File: config.mk
export PLATFORM = sky130hd
export DESIGN_NAME = serial_adder
export DESIGN_NICKNAME = d
export VERILOG_FILES = /design/src/rtl/serial_adder.sv
export SDC_FILE = /design/constraint.sdc
export NUM_CORES = 1
export LEC_CHECK = 0
export ABC_AREA = 0
export CORE_ASPECT_RATIO = 2
export CORE_UTILIZATION = 56
export DETAILED_ROUTE_END_ITERATION = 12
export GPL_ROUTABILITY_DRIVEN = 0
export MAX_ROUTING_LAYER = met4
export PLACE_DENSITY = 0.84
export SLEW_MARGIN = 10
export SYNTH_ARGS = -nofsm -noshare
export SYNTH_HDL_FRONTEND = slang
export SYNTH_SLANG_ARGS = --single-unit
File: constraint.sdc
create_clock -name clk -period 2.9 [get_ports clk]
set_clock_uncertainty 0.1 [all_clocks]
set_input_delay 0.58 -clock clk [delete_from_list [all_inputs] [get_ports clk]]
set_output_delay 0.58 -clock clk [all_outputs]
set_load 0.02 [all_outputs]
File: src/rtl/serial_adder.sv
// serial_adder: bit-serial LSB-first adder with one full-adder slice and a carry flop.
module serial_adder #(
  parameter int WIDTH = 8
) (
  input  logic             clk,
  input  logic             rst_n,
  input  logic             start,
  input  logic [WIDTH-1:0] a,
  input  logic [WIDTH-1:0] b,
  input  logic             cin,
  output logic             busy,
  output logic             done,
  output logic [WIDTH-1:0] sum,
  output logic             cout
);
  localparam int CW = $clog2(WIDTH);
  typedef enum logic [1:0] {IDLE, RUN, DONE} state_t;
  state_t state;
  logic [WIDTH-1:0] sa, sb, ps, nps;
  logic [CW-1:0] cnt;
  logic c, s, cm;
  assign s   = sa[0] ^ sb[0] ^ c;
  assign cm  = (sa[0] & sb[0]) | (c & (sa[0] ^ sb[0]));
  assign nps = {s, ps[WIDTH-1:1]};
  always_ff @(posedge clk or negedge rst_n) begin
    if (!rst_n) begin
      state <= IDLE;
      sa    <= '0;
      sb    <= '0;
      ps    <= '0;
      cnt   <= '0;
      c     <= 1'b0;
      busy  <= 1'b0;
      done  <= 1'b0;
      sum   <= '0;
      cout  <= 1'b0;
    end else begin
      case (state)
        IDLE: if (start) begin
          sa    <= a;
          sb    <= b;
          c     <= cin;
          cnt   <= '0;
          ps    <= '0;
          busy  <= 1'b1;
          state <= RUN;
        end
        RUN: begin
          c   <= cm;
          ps  <= nps;
          sa  <= sa >> 1;
          sb  <= sb >> 1;
          cnt <= cnt + 1'b1;
          if (cnt == CW'(WIDTH - 1)) begin
            sum   <= nps;
            cout  <= cm;
            busy  <= 1'b0;
            done  <= 1'b1;
            state <= DONE;
          end
        end
        DONE: begin
          done  <= 1'b0;
          state <= IDLE;
        end
        default: begin
          busy  <= 1'b0;
          done  <= 1'b0;
          state <= IDLE;
        end
      endcase
    end
  end
endmodule
==> qor.csv <==
stage,metric,value,unit
outcome,status,"complete, no violations",
die,initial cell density of the core,0.594,
final_layout,share of cells above drive strength 1,0.139,
die,Die Span Y,82.0,um
synth,Synth area leader,dfrtp_1,
final_layout,fin cells,210,
synth,synthesized area,0.00179,mm2
final_layout,n_diodes,0,
final_layout,"commonest cells after routing, fill and taps aside","dfrtp_1, clkdlybuf4s50_1, nor3_1, o22ai_1, nor2_1",
clocking,CTS Buf Count,5,
timing,Worst Tran Pin Value,0.849,ns
timing,"Hold Vio Cnt, Final",0,
synth,"top cells by area, synth","dfrtp_1, mux2_4, nor3_1",
placement,DP HPWL,2550,um
pwr,Worst VDD drop,756,uV
timing,PnR worst setup slack,0.949,ns
timing,"Setup violations, final",0,
synth,sequential area share after synthesis,0.559,
placement,Place WS,0.671,ns
synth,syn_area_per_cell,11.8,um2
die,die area,0.00344,mm2
run,max cap viols,0,
worst_setup_path,crit path launch,busy,
placement,Post-Place Cells,202,
clocking,CTS sink cnt,40,
worst_setup_path,Critical Path Slowest Stage Cell,clkdlybuf4s50_1,
worst_setup_path,Max Fanout on Critical Path,3,
synth,top cell type's share of synthesized area,0.559,
worst_setup_path,Critical Path End Type,primary output,
worst_setup_path,"delay-heaviest family, CP",buffers and inverters,
die,CORE AREA,0.00301,mm2
detailed_routing,wire length per cell,17.2,um
final_layout,final instance area,0.00220,mm2
synth,ys async rst share,1.00,
detailed_routing,DRT Wirelength,3620,um
die,Die X-Extent,42.0,um
detailed_routing,drt pass-1 iters,4,
timing,final worst-path cycle share,0.673,
worst_setup_path,R2R setup slack,1.25,ns
synth,Main synth FF type,dfrtp_1,
timing,Max Transition Viols Final,0,
worst_setup_path,CP Launch Type,flop,
die,row cnt,28,
placement,DP Area,0.00207,mm2
pwr,P_leak,0.960,nW
timing,Fmax,512,MHz
grt,total grt overflow,0,
detailed_routing,DRC violations left,0,
grt,first-pass GRT wire length,6270,um
detailed_routing,Vias,1316,
clocking,clock buffer depth,2,
synth,Synth Warn #,0,
clocking,CTS tree,done,
worst_setup_path,WP data required,2.22,ns
final_layout,Nets,202,
synth,post-synthesis cell count,152,
worst_setup_path,CP Cell Sequence,clkdlybuf4s50_1,
synth,Cell variety after synth,26,
grt,Overall Global Routing Usage,0.253,
grt,largest net degree at the start of global routing,41,
timing,RSZ-0062 raised after global routing,false,
worst_setup_path,worst r2r dst,sb[4],
pwr,PD cells,1130,mW/mm2
clocking,Clock Latency Late Sink,0.29,ns
worst_setup_path,worst reg2reg path depth,3,
worst_setup_path,CP Class,flop to primary output,
worst_setup_path,CP peak stage delay,0.61,ns
worst_hold_path,worst min path class,input port to async pin,
worst_setup_path,worst path arrival time,1.27,ns
worst_setup_path,CP Buf/Inv Count,1,
clocking,Root Buffer,clkbuf_8,
detailed_routing,Iter 0 DRT Violations,63,
grt,initial antenna violation count,0,
detailed_routing,post-DR vias/cell,6.27,
synth,Post-synth EDFFs,0,
clocking,Hold Buf Count CTS,0,
placement,port bufs,30,
clocking,H-tree depth,2,
clocking,postcts setup bufs,0,
die,IO Pins,31,
grt,vias in the first global route,1348,
synth,#FFs+latches synth,40,
timing,Setup TNS,0,ns
timing,min Tclk post-route,1.95,ns
clocking,post_cts resized,0,
clocking,Clock transition at path regs,0.07,ns
timing,Slew Limit Headroom,0.434,
final_layout,"commonest non-fill, non-tap cell in the layout",dfrtp_1,
worst_setup_path,launching point of the worst reg2reg path,state[1],
worst_setup_path,Levels on crit path,1,
final_layout,area delta synth->final,22.6,%
synth,Synth Net Count,175,
detailed_routing,post-route ant nets,0,
worst_setup_path,crit path capture,busy,
==> state kept, by name, summed over array words and instances (netlist names) <==
signal and cells:
cnt 3, ps 7, sb 8, busy 1, cout 1, done 1
state 2, sa 8, c 1, sum 8
==> synthesized netlist by cell type, types with 2 or more instances <==
| library cell | number |
|---|---|
| a22o_1 | 9 |
| buf_2 | 7 |
| clkbuf_1 | 2 |
| dfrtp_1 | 40 |
| ha_1 | 2 |
| inv_2 | 2 |
| mux2_4 | 9 |
| nand2_1 | 4 |
| nor2_1 | 12 |
| nor3_1 | 24 |
| o21ai_1 | 6 |
| o22ai_1 | 15 |
| o32ai_1 | 7 |
==> per-stage QoR <==
step	util	hold WS [ns]	power [mW]
3_5_place_dp	0.687	0.384	1.99
4_1_cts	0.729	0.319	2.49
3_3_place_gp	0.687	0.371	1.91
2_1_floorplan	-	0.184	1.68
6_report	0.729	0.297	2.47
5_1_grt	0.729	0.351	2.63
==> power by group <==
group / internal (mW) / switching [mW]
logic: 0.490 / 0.473
registers: 0.812 / 0.206
clock network: 0.304 / 0.187
total: 1.61 / 0.867
==> cell families after synthesis <==
kind of cell | count (synthesis) | synth area share
adders and majority gates | 3 | 0.0252
and+or+nand+nor | 46 | 0.138
DFF | 40 | 0.559
muxes | 10 | 0.0811
buffers and inverters | 14 | 0.0405
AOI/OAI and AO/OA | 39 | 0.157
==> how the worst min path moves through the flow <==
stage | end | slack [ns] | depth (start not counted)
finish | sum[0] | 0.30 | 1
global route | cnt[1] | 0.35 | 1
CTS | cnt[1] | 0.32 | 1
detailed placement | cnt[0] | 0.38 | 1
global placement | cnt[0] | 0.37 | 1
floorplan | busy | 0.18 | 0
==> layout make-up <==
cell class	count	area [um2]
Clock buffer	7	96.3
Clock inverter	1	30.0
Fill cell	225	817
Inverter	3	11.3
Multi-Input combinational cell	98	717
Sequential cell	40	1000
Tap cell	30	37.5
Timing Repair Buffer	31	303
==> per-layer routing <==
metal | global-route usage | vias to the layer above | routed length, um
met3 | 0.0637 | 11 | 121
met5 | - | - | 0
met1 | 0.269 | 643 | 1350
met2 | 0.431 | 50 | 2040
met4 | 0.126 | 0 | 102
li1 | - | 612 | -
No activity file was read; power rests on OpenSTA's default activity.
